`src/rtl/mdu_ctrl_pkg.sv`:
```
// Shared types for the multiply/divide sequencer: op codes, FSM states and
// small op-class helpers.
package mdu_ctrl_pkg;

    localparam int XLEN = 32;
    localparam logic [XLEN-1:0] DIV0_LO = 32'hFFFF_FFFF;

    typedef enum logic [2:0] {
        MDU_MULT  = 3'd0,
        MDU_MULTU = 3'd1,
        MDU_DIV   = 3'd2,
        MDU_DIVU  = 3'd3,
        MDU_MTHI  = 3'd4,
        MDU_MTLO  = 3'd5,
        MDU_MFHI  = 3'd6,
        MDU_MFLO  = 3'd7
    } mdu_op_t;

    typedef enum logic [1:0] {
        ST_IDLE     = 2'd0,
        ST_MUL_WAIT = 2'd1,
        ST_DIV_WAIT = 2'd2,
        ST_DONE     = 2'd3
    } mdu_state_t;

    function automatic logic is_mul(input mdu_op_t op);
        return (op == MDU_MULT) || (op == MDU_MULTU);
    endfunction

    function automatic logic is_div(input mdu_op_t op);
        return (op == MDU_DIV) || (op == MDU_DIVU);
    endfunction

endpackage

```
`src/rtl/mdu_ctrl_if.sv`:
```
// EX-side, multiplier-side and divider-side signals of the MDU sequencer.
// div handshake: div_start_o stays high with stable operands until div_ready_i,
// which qualifies div_result_i for that single cycle; the cycle ready is seen ends the transfer.
interface mdu_ctrl_if;
    import mdu_ctrl_pkg::*;

    logic            op_valid;
    mdu_op_t         op;
    logic [XLEN-1:0] src_a;
    logic [XLEN-1:0] src_b;
    logic            ex_adv;
    logic            flush;

    logic            mul_signed_o;
    logic [XLEN-1:0] mul_ina_o;
    logic [XLEN-1:0] mul_inb_o;
    logic [63:0]     mul_result_i;

    logic            div_start_o;
    logic            div_signed_o;
    logic [XLEN-1:0] div_op1_o;
    logic [XLEN-1:0] div_op2_o;
    logic            div_annul_o;
    logic            div_ready_i;
    logic [63:0]     div_result_i;

    logic            stallreq_o;
    logic [XLEN-1:0] hi_o;
    logic [XLEN-1:0] lo_o;
    logic [XLEN-1:0] mf_data_o;

    modport slave (
        input  op_valid, op, src_a, src_b, ex_adv, flush,
        input  mul_result_i, div_ready_i, div_result_i,
        output mul_signed_o, mul_ina_o, mul_inb_o,
        output div_start_o, div_signed_o, div_op1_o, div_op2_o, div_annul_o,
        output stallreq_o, hi_o, lo_o, mf_data_o
    );

    modport master (
        output op_valid, op, src_a, src_b, ex_adv, flush,
        output mul_result_i, div_ready_i, div_result_i,
        input  mul_signed_o, mul_ina_o, mul_inb_o,
        input  div_start_o, div_signed_o, div_op1_o, div_op2_o, div_annul_o,
        input  stallreq_o, hi_o, lo_o, mf_data_o
    );

endinterface

```
`src/rtl/mdu_ctrl_hilo.sv`:
```
// HI/LO register pair with independent write enables.
module mdu_ctrl_hilo
    import mdu_ctrl_pkg::*;
(
    input  logic            clk,
    input  logic            rst,
    input  logic            hi_we,
    input  logic            lo_we,
    input  logic [XLEN-1:0] hi_wd,
    input  logic [XLEN-1:0] lo_wd,
    output logic [XLEN-1:0] hi,
    output logic [XLEN-1:0] lo
);

    always_ff @(posedge clk or posedge rst) begin
        if (rst) begin
            hi <= '0;
            lo <= '0;
        end else begin
            if (hi_we) hi <= hi_wd;
            if (lo_we) lo <= lo_wd;
        end
    end

endmodule

```
`src/rtl/mdu_ctrl.sv`:
```
// Sequences the shared multiplier/divider for EX, owns HI/LO and raises
// stallreq until a multiply/divide result has been committed.
module mdu_ctrl
    import mdu_ctrl_pkg::*;
#(
    parameter int MUL_LAT = 2
) (
    input  logic       clk,
    input  logic       rst,
    mdu_ctrl_if.slave  bus,
    output mdu_state_t dbg_state
);

    localparam int CNT_W = (MUL_LAT > 1) ? $clog2(MUL_LAT) : 1;

    mdu_state_t      state_q, state_d;
    logic [CNT_W-1:0] cnt_q;
    logic [XLEN-1:0] op_a_q, op_b_q;
    logic            sgn_q;
    logic            issue, latch_mul, latch_div;
    logic            hi_we, lo_we;
    logic [XLEN-1:0] hi_wd, lo_wd, hi_q, lo_q;

    // rst gates the issue path so every output is 0 while reset is held.
    assign issue     = bus.op_valid && !bus.flush && !rst && (state_q == ST_IDLE);
    assign latch_mul = issue && is_mul(bus.op);
    assign latch_div = issue && is_div(bus.op) && (bus.src_b != '0);
    assign dbg_state = state_q;

    always_ff @(posedge clk or posedge rst) begin
        if (rst) state_q <= ST_IDLE;
        else     state_q <= state_d;
    end

    always_ff @(posedge clk or posedge rst) begin
        if (rst) begin
            op_a_q <= '0;
            op_b_q <= '0;
            sgn_q  <= 1'b0;
            cnt_q  <= '0;
        end else begin
            if (latch_mul || latch_div) begin
                op_a_q <= bus.src_a;
                op_b_q <= bus.src_b;
                sgn_q  <= (bus.op == MDU_MULT) || (bus.op == MDU_DIV);
            end
            if (latch_mul)
                cnt_q <= CNT_W'(MUL_LAT - 1);
            else if ((state_q == ST_MUL_WAIT) && (cnt_q != '0))
                cnt_q <= cnt_q - 1'b1;
        end
    end

    always_comb begin
        state_d = state_q;
        if (bus.flush) begin
            state_d = ST_IDLE;
        end else begin
            case (state_q)
                ST_IDLE: begin
                    if (bus.op_valid && is_mul(bus.op))
                        state_d = ST_MUL_WAIT;
                    else if (bus.op_valid && is_div(bus.op))
                        state_d = (bus.src_b != '0) ? ST_DIV_WAIT : ST_DONE;
                end
                ST_MUL_WAIT: if (cnt_q == '0)      state_d = ST_DONE;
                ST_DIV_WAIT: if (bus.div_ready_i)  state_d = ST_DONE;
                ST_DONE:     if (bus.ex_adv)       state_d = ST_IDLE;
                default:                           state_d = ST_IDLE;
            endcase
        end
    end

    always_comb begin
        bus.mul_signed_o = 1'b0;
        bus.mul_ina_o    = '0;
        bus.mul_inb_o    = '0;
        bus.div_start_o  = 1'b0;
        bus.div_signed_o = 1'b0;
        bus.div_op1_o    = '0;
        bus.div_op2_o    = '0;
        bus.div_annul_o  = 1'b0;
        bus.stallreq_o   = 1'b0;
        hi_we            = 1'b0;
        lo_we            = 1'b0;
        hi_wd            = '0;
        lo_wd            = '0;
        case (state_q)
            ST_IDLE: begin
                if (issue && is_mul(bus.op)) begin
                    bus.mul_signed_o = (bus.op == MDU_MULT);
                    bus.mul_ina_o    = bus.src_a;
                    bus.mul_inb_o    = bus.src_b;
                    bus.stallreq_o   = 1'b1;
                end else if (issue && is_div(bus.op)) begin
                    bus.stallreq_o = 1'b1;
                    if (bus.src_b != '0) begin
                        bus.div_start_o  = 1'b1;
                        bus.div_signed_o = (bus.op == MDU_DIV);
                        bus.div_op1_o    = bus.src_a;
                        bus.div_op2_o    = bus.src_b;
                    end else begin
                        // Divide by zero never reaches the divider.
                        hi_we = 1'b1;
                        lo_we = 1'b1;
                        hi_wd = bus.src_a;
                        lo_wd = DIV0_LO;
                    end
                end else if (issue && (bus.op == MDU_MTHI)) begin
                    hi_we = 1'b1;
                    hi_wd = bus.src_a;
                end else if (issue && (bus.op == MDU_MTLO)) begin
                    lo_we = 1'b1;
                    lo_wd = bus.src_a;
                end
            end
            ST_MUL_WAIT: begin
                if (!bus.flush) begin
                    bus.mul_signed_o = sgn_q;
                    bus.mul_ina_o    = op_a_q;
                    bus.mul_inb_o    = op_b_q;
                    bus.stallreq_o   = 1'b1;
                    if (cnt_q == '0) begin
                        hi_we = 1'b1;
                        lo_we = 1'b1;
                        hi_wd = bus.mul_result_i[63:32];
                        lo_wd = bus.mul_result_i[31:0];
                    end
                end
            end
            ST_DIV_WAIT: begin
                if (bus.flush) begin
                    bus.div_annul_o = 1'b1;
                end else begin
                    bus.div_signed_o = sgn_q;
                    bus.div_op1_o    = op_a_q;
                    bus.div_op2_o    = op_b_q;
                    if (bus.div_ready_i) begin
                        hi_we = 1'b1;
                        lo_we = 1'b1;
                        hi_wd = bus.div_result_i[63:32];
                        lo_wd = bus.div_result_i[31:0];
                    end else begin
                        bus.div_start_o = 1'b1;
                        bus.stallreq_o  = 1'b1;
                    end
                end
            end
            default: ;
        endcase
    end

    always_comb begin
        bus.mf_data_o = '0;
        if (bus.op_valid && (bus.op == MDU_MFHI))      bus.mf_data_o = hi_q;
        else if (bus.op_valid && (bus.op == MDU_MFLO)) bus.mf_data_o = lo_q;
    end

    assign bus.hi_o = hi_q;
    assign bus.lo_o = lo_q;

    mdu_ctrl_hilo u_hilo (
        .clk   (clk),
        .rst   (rst),
        .hi_we (hi_we),
        .lo_we (lo_we),
        .hi_wd (hi_wd),
        .lo_wd (lo_wd),
        .hi    (hi_q),
        .lo    (lo_q)
    );

endmodule

```
`src/flat_wrapper.sv`:
```
// flat-port wrapper written by rule: the top's interface ports become plain ports
module mdu_ctrl_flat import mdu_ctrl_pkg::*;
#(
    parameter int MUL_LAT = 2
)
  (clk, rst, dbg_state, bus_op_valid, bus_op, bus_src_a, bus_src_b, bus_ex_adv, bus_flush, bus_mul_result_i, bus_div_ready_i, bus_div_result_i, bus_mul_signed_o, bus_mul_ina_o, bus_mul_inb_o, bus_div_start_o, bus_div_signed_o, bus_div_op1_o, bus_div_op2_o, bus_div_annul_o, bus_stallreq_o, bus_hi_o, bus_lo_o, bus_mf_data_o);
  mdu_ctrl_if bus_i ();
  input  logic clk;
  input  logic rst;
  output mdu_state_t dbg_state;
  input wire logic [$bits(bus_i.op_valid)-1:0] bus_op_valid;
  input wire logic [$bits(bus_i.op)-1:0] bus_op;
  input wire logic [$bits(bus_i.src_a)-1:0] bus_src_a;
  input wire logic [$bits(bus_i.src_b)-1:0] bus_src_b;
  input wire logic [$bits(bus_i.ex_adv)-1:0] bus_ex_adv;
  input wire logic [$bits(bus_i.flush)-1:0] bus_flush;
  input wire logic [$bits(bus_i.mul_result_i)-1:0] bus_mul_result_i;
  input wire logic [$bits(bus_i.div_ready_i)-1:0] bus_div_ready_i;
  input wire logic [$bits(bus_i.div_result_i)-1:0] bus_div_result_i;
  output wire logic [$bits(bus_i.mul_signed_o)-1:0] bus_mul_signed_o;
  output wire logic [$bits(bus_i.mul_ina_o)-1:0] bus_mul_ina_o;
  output wire logic [$bits(bus_i.mul_inb_o)-1:0] bus_mul_inb_o;
  output wire logic [$bits(bus_i.div_start_o)-1:0] bus_div_start_o;
  output wire logic [$bits(bus_i.div_signed_o)-1:0] bus_div_signed_o;
  output wire logic [$bits(bus_i.div_op1_o)-1:0] bus_div_op1_o;
  output wire logic [$bits(bus_i.div_op2_o)-1:0] bus_div_op2_o;
  output wire logic [$bits(bus_i.div_annul_o)-1:0] bus_div_annul_o;
  output wire logic [$bits(bus_i.stallreq_o)-1:0] bus_stallreq_o;
  output wire logic [$bits(bus_i.hi_o)-1:0] bus_hi_o;
  output wire logic [$bits(bus_i.lo_o)-1:0] bus_lo_o;
  output wire logic [$bits(bus_i.mf_data_o)-1:0] bus_mf_data_o;
  assign bus_i.op_valid = bus_op_valid;
  assign bus_i.op = bus_op;
  assign bus_i.src_a = bus_src_a;
  assign bus_i.src_b = bus_src_b;
  assign bus_i.ex_adv = bus_ex_adv;
  assign bus_i.flush = bus_flush;
  assign bus_i.mul_result_i = bus_mul_result_i;
  assign bus_i.div_ready_i = bus_div_ready_i;
  assign bus_i.div_result_i = bus_div_result_i;
  assign bus_mul_signed_o = bus_i.mul_signed_o;
  assign bus_mul_ina_o = bus_i.mul_ina_o;
  assign bus_mul_inb_o = bus_i.mul_inb_o;
  assign bus_div_start_o = bus_i.div_start_o;
  assign bus_div_signed_o = bus_i.div_signed_o;
  assign bus_div_op1_o = bus_i.div_op1_o;
  assign bus_div_op2_o = bus_i.div_op2_o;
  assign bus_div_annul_o = bus_i.div_annul_o;
  assign bus_stallreq_o = bus_i.stallreq_o;
  assign bus_hi_o = bus_i.hi_o;
  assign bus_lo_o = bus_i.lo_o;
  assign bus_mf_data_o = bus_i.mf_data_o;
  mdu_ctrl #(.MUL_LAT(MUL_LAT)) u_core (.clk(clk), .rst(rst), .bus(bus_i), .dbg_state(dbg_state));
endmodule
```
`config.mk`:
```
export PLATFORM = sky130hd
export DESIGN_NAME = mdu_ctrl_flat
export DESIGN_NICKNAME = d
export VERILOG_FILES = /design/src/rtl/mdu_ctrl_pkg.sv /design/src/rtl/mdu_ctrl_if.sv /design/src/rtl/mdu_ctrl_hilo.sv /design/src/rtl/mdu_ctrl.sv /design/src/flat_wrapper.sv
export SDC_FILE = /design/constraint.sdc
export NUM_CORES = 1
export LEC_CHECK = 0
export ABC_CLOCK_PERIOD_IN_PS = 5780
export CAP_MARGIN = 30
export CELL_PAD_IN_SITES_DETAIL_PLACEMENT = 2
export CELL_PAD_IN_SITES_GLOBAL_PLACEMENT = 2
export CORE_ASPECT_RATIO = 0.7
export CORE_MARGIN = 8
export CORE_UTILIZATION = 23
export DETAILED_ROUTE_END_ITERATION = 10
export HOLD_SLACK_MARGIN = 0.03
export PLACE_DENSITY = 0.79
export SYNTH_ARGS = -nofsm -noshare
export SYNTH_HDL_FRONTEND = slang
export SYNTH_SLANG_ARGS = --single-unit
```
`constraint.sdc`:
```
create_clock -name clk -period 5.78 [get_ports clk]
set_clock_uncertainty 0.2 [all_clocks]
set_input_delay 1.734 -clock clk [delete_from_list [all_inputs] [get_ports clk]]
set_output_delay 1.734 -clock clk [all_outputs]
set_load 0.01 [all_outputs]
```
# ---- Word-level counts from Yosys, hierarchy flattened
# Index checks and enable logic that the tools add are counted.
dict set report word_totals {
  ff_bits 132
  in_bits 201
  out_inout_bits 231
  word_cells 124
}
dict set report classes {
  addsub 1
  n_eq_ne 14
  mux 78
  n_reduce_logical 24
}
# cell count
set op_table {}
lappend op_table {{2-to-1 mux 32 bit} 29}
lappend op_table {{one-hot mux 32 bit (2 select lines)} 4}
lappend op_table {{one-hot mux 32 bit (3 select lines)} 2}
lappend op_table {{nonzero test 32 bit} 1}
lappend op_table {{2-to-1 mux 1 bit} 30}
lappend op_table {{logical AND 1 bit} 13}
lappend op_table {{== test 3 bit (second input constant)} 4}
lappend op_table {{2-to-1 mux 2 bit} 6}
lappend op_table {{!= test 3 bit (second input constant)} 3}
lappend op_table {{one-hot mux 1 bit (3 select lines)} 3}
lappend op_table {{one-hot mux 2 bit (4 select lines)} 1}
lappend op_table {{== test 3 x 2 -> 1 bit (second input constant)} 2}
lappend op_table {{one-hot mux 1 bit (2 select lines)} 3}
lappend op_table {{== test 2 bit (second input constant)} 2}
lappend op_table {{logical OR 1 bit} 4}
lappend op_table {{!= test 4 bit (second input constant)} 1}
lappend op_table {{AND reduction 4 bit} 1}
lappend op_table {{== test 3 x 1 -> 1 bit (second input constant)} 1}
lappend op_table {{logical NOT 3 bit} 1}
lappend op_table {{== test 2 x 1 -> 1 bit (second input constant)} 1}
lappend op_table {{logical NOT 1 bit} 2}
lappend op_table {{logical NOT 2 bit} 1}
lappend op_table {{nonzero test 2 bit} 1}
lappend op_table {{subtractor 1 bit (second input constant)} 1}

# ---- Longest topological paths before layout
dict set report depth {
  ltp_word 10
  depth_mapped 9
  mapped_depth_nobuf 7
}

# ---- Hierarchy
# Synthesis repeated with hierarchy kept, for this count alone.
dict set report unflattened {
  hier_cells 738
  area_unflattened_um2 8926.1
}
# module n_inst cells_per_inst area_each_um2
set by_module_without_submodules {}
lappend by_module_without_submodules {mdu_ctrl 1 601 6232.2}
lappend by_module_without_submodules {mdu_ctrl_hilo 1 137 2693.8}

# ---- Worst setup path before layout
# No wires, ideal clock.
dict set report synth_path {
  path_kind {input port to output port}
  startpoint {input port rst}
  endpoint {output port bus_div_op2_o[10]}
  arrival_ns 3.093
  required_ns 3.846
  setup_slack_ns 0.753
  cell_stages 6
  path_buffers 2
  cell_sequence {and4bb_2 nand3_1 a21oi_2 buf_2 buf_2 a22o_1}
}
dict set report synth_between {
  elab_chain_len 7
  elab_cells_between_ends 8
}
# item line_no
set synth_rtl {}
lappend synth_rtl {{from (decl)} flat_wrapper.sv:9} ;# input logic rst;
lappend synth_rtl {{logical NOT 1 bit (*)} mdu_ctrl.sv:25} ;# assign issue = bus.op_valid && !bus.flush && !rst && (state_q == ST_IDLE);
lappend synth_rtl {{logical AND 1 bit (*) (2 in series)} mdu_ctrl.sv:25}
lappend synth_rtl {{logical AND 1 bit} mdu_ctrl.sv:95} ;# end else if (issue && is_div(bus.op)) begin
lappend synth_rtl {{2-to-1 mux 32 bit} mdu_ctrl.sv:95}
lappend synth_rtl {{2-to-1 mux 32 bit (*)} mdu_ctrl.sv:90} ;# if (issue && is_mul(bus.op)) begin
lappend synth_rtl {{one-hot mux 32 bit (2 select lines) (*)} mdu_ctrl.sv:88} ;# case (state_q)
lappend synth_rtl {{to (decl)} flat_wrapper.sv:26} ;# output wire logic [$bits(bus_i.div_op2_o)-1:0] bus_div_op2_o;
# Every way passes the cells marked *; elsewhere a longest branch is shown, timed or not.

# ---- Final worst setup path
dict set report layout_path {
  startpoint {input port bus_src_b[9]}
  endpoint {output port bus_div_op1_o[28]}
}
dict set report layout_between {
  elab_chain_len 5
}
# item line_no
set layout_rtl {}
lappend layout_rtl {{from (decl)} flat_wrapper.sv:14} ;# input wire logic [$bits(bus_i.src_b)-1:0] bus_src_b;
lappend layout_rtl {{nonzero test 32 bit} mdu_ctrl.sv:97} ;# if (bus.src_b != '0) begin
lappend layout_rtl {{2-to-1 mux 32 bit} mdu_ctrl.sv:97}
lappend layout_rtl {{2-to-1 mux 32 bit} mdu_ctrl.sv:95}
lappend layout_rtl {{2-to-1 mux 32 bit} mdu_ctrl.sv:90}
lappend layout_rtl {{one-hot mux 32 bit (2 select lines)} mdu_ctrl.sv:88}
lappend layout_rtl {{to (decl)} flat_wrapper.sv:25} ;# output wire logic [$bits(bus_i.div_op1_o)-1:0] bus_div_op1_o;
# No other way between the ends.

==> metrics.yaml <==
n_antenna_cell: 0
rows: 57
ys_seq_area_share_pct: 40.7
max_freq_ghz: 0.175
worst_hold_slack_ps: 336
min_period_ps: 5720
syn_area_per_cell_um2: 11.4
yosys.area.top_type: "dfrtp_1"
boundaryPins: 432
path_buf_inv: 4
hold_viol: 0
slew_headroom_pct: 36.6
r2r_cells: 9
final_util_pct: 41.2
total_power_mw: 5.24
synth-simple-area-share_pct: 5.08
whs_path_depth: 1
antenna_left: 0
combPwrFrac_pct: 44.1
cp_cell_sequence: "clkdlybuf4s50_1 > nor4_4 > and4_4 > a21oi_4 > buf_12 > bufbuf_16 > a22o_1 > dlygate4sd2_1"
netlist.area_leader.share_pct: 40.7
final_cells: 1684
synthTopCellsByCount: "a22o_1, dfrtp_1, mux2_2"
coreArea_um2: 34700
pre_cts_ws_ps: -376
status: "finished clean"
criticalPathCategory: "in2out"
async_flop_share_pct: 100
hp-class: "reg2reg"
die_y_um: 173
cp_max_fo: 11
wire_per_inst_um: 29.2
grt_max_degree: 54
final_net_count: 1406
synth.distinct_cells: 46
vias: 8808
pwr-share-clk_pct: 21.6
path_clk_slew_ps: 60
setup_viol: 0
gp_congestion: 0.850
netlist_area_um2: 8130
hpwl_um: 35800
peakVddDrop_uv: 143
worstPathRequired_ps: 3850
synth_compound_area_share_pct: 29.4
pwr-share-seq_pct: 34.3
synthCells: 711
cap_viol_max_count: 0
slowest_stage: "clkdlybuf4s50_1"
place_area_um2: 13500
cp-start-kind: "input port"
grt_pass1_wl_um: 72000
synth_area_leaders: "dfrtp_1, a22o_1, mux2_2, a222oi_1, mux2i_1"
port_buffers: 431
layout_setup_ws_ps: 59.7
fin_crit_sh_pct: 99.0
cts_root_buf: "clkbuf_16"
synth_nets: 918
overflow: 0
cts_num_sinks: 132
synth_fa_ha_area_share_pct: 0.924
routed_via_density: 5.23
yosysWarnings: 0
tightest_slew_ps: 952
syn_to_final_growth_pct: 76.0
initial_core_util_pct: 23.4
cts_tree: "built"
synth_edf_count: 0
first_pass_iters: 6
die_x_um: 241
htree_levels: 4
ys.flop_type: "dfrtp_1"
max_stage_delay_ps: 470
p_sw_share_pct: 37.3
cp.depth: 8
ctsHoldBuffers: 0
powerDensity_nw_per_um2: 366
antenna_found_initial: 1
floorplan.die_area_um2: 41700
synth_most_common_cell: "a22o_1"
clk_latency_ps: 430
r2r_slack_ps: 2620
synth_top_family_by_area: "compound AO/OA/AOI/OAI gates"
synth_seq_cells: 132
first_global_vias: 10115
synthXorXnorAreaFrac_pct: 0
fin_tns_setup_ps: 0
total_leakage_power_nw: 6.69
finalInstanceArea_um2: 14300
endpoint_kind: "primary output"
drtIter0Drc: 614
drive_above_1_share_pct: 22.5
wl_um: 49200
cts_buffers: 17
dp_cells: 1627
finalMaxSlewViolations: 0
grt_usage_pct: 23.0
intPower_mw: 3.28
clockBufferDepth: 2
synthMuxAreaShare_pct: 17.4
critPathArrivalTime_ps: 3790
post-route-drc-count: 0
switching_power_mw: 1.96
crit_family: "buffers and inverters"
## state kept, by name (all words and copies together) (netlist names)
| register | count |
|---|---|
| u_core.sgn_q | 1 |
| u_core.u_hilo.lo | 32 |
| u_core.u_hilo.hi | 32 |
| u_core.dbg_state | 2 |
| u_core.op_a_q | 32 |
| u_core.cnt_q | 1 |
| u_core.op_b_q | 32 |
## cell usage in the layout, fill, tap and decap left out, types with 5 or more instances in the layout
cell type,synthesis,layout
ha_1,6,6
inv_1,40,39
mux2_2,97,97
dlygate4sd2_1,0,134
clkdlybuf4s50_1,0,275
a22o_1,179,179
nand2_1,7,5
buf_4,2,92
o31ai_1,16,15
nor4_4,3,8
buf_12,3,11
inv_6,0,5
clkbuf_16,0,17
nor2_1,23,19
a222oi_1,33,33
dfrtp_1,132,132
dlymetal6s2s_1,0,16
mux2i_1,32,32
a211o_1,18,18
a22oi_1,14,14
## layer usage
layer | up-vias | track usage (%) | routed length (um)
li1 | 3818 | - | -
met1 | 4605 | 28.3 | 20500
met2 | 339 | 39.2 | 24000
met3 | 44 | 6.70 | 3750
met4 | 2 | 5.05 | 852
met5 | - | 0 | 8
## power groups by stage
stage / registers, mW / clock network (mW) / logic, mW
6_report: 1.80 / 1.13 / 2.31
2_1_floorplan: 1.76 / 0 / 0.990
3_5_place_dp: 1.80 / 0 / 2.41
3_3_place_gp: 1.75 / 0 / 2.34
5_1_grt: 1.86 / 1.20 / 2.46
4_1_cts: 1.79 / 1.16 / 2.34
## cell type report
type                       instances  area [um^2]
fill                            3679        20400
timing repair buffer             540         5230
clock buffer                      19          443
clock inverter                    13          148
sequential                       132         3300
multi-input combinational        468         4430
inverter                          40          155
tap                              472          591
## kinds of logic (layout without fill, tap and decap cells)
kind of cell	Yosys count	count (layout)
AOI/OAI and AO/OA	274	274
and+or+nand+nor	59	59
muxes	129	129
adders and majority gates	6	6
buffers and inverters	111	612
DFF	132	132
## timing repair
action                                  4_1_cts  5_1_grt
endpoints found under the setup margin      148       42
pin swaps                                     9       11
hold endpoints to repair                      0        0
buffers inserted                             17        5
cloned                                        3        0
resized for setup                           152       27
## path summary, 6_finish.rpt
| path | from | to |
|---|---|---|
| worst max register to register | u_core.dbg_state[1] | u_core.u_hilo.lo[23] |
| worst max-delay path | bus_src_b[9] | bus_div_op1_o[28] |
| min in group asynchronous | rst | u_core.cnt_q |
| max in group asynchronous | rst | u_core.u_hilo.lo[13] |
| worst min register to register | u_core.op_a_q[31] | u_core.op_a_q[31] |
| worst min-delay path | u_core.op_a_q[31] | u_core.op_a_q[31] |
No activity file was read; power rests on OpenSTA's default activity.
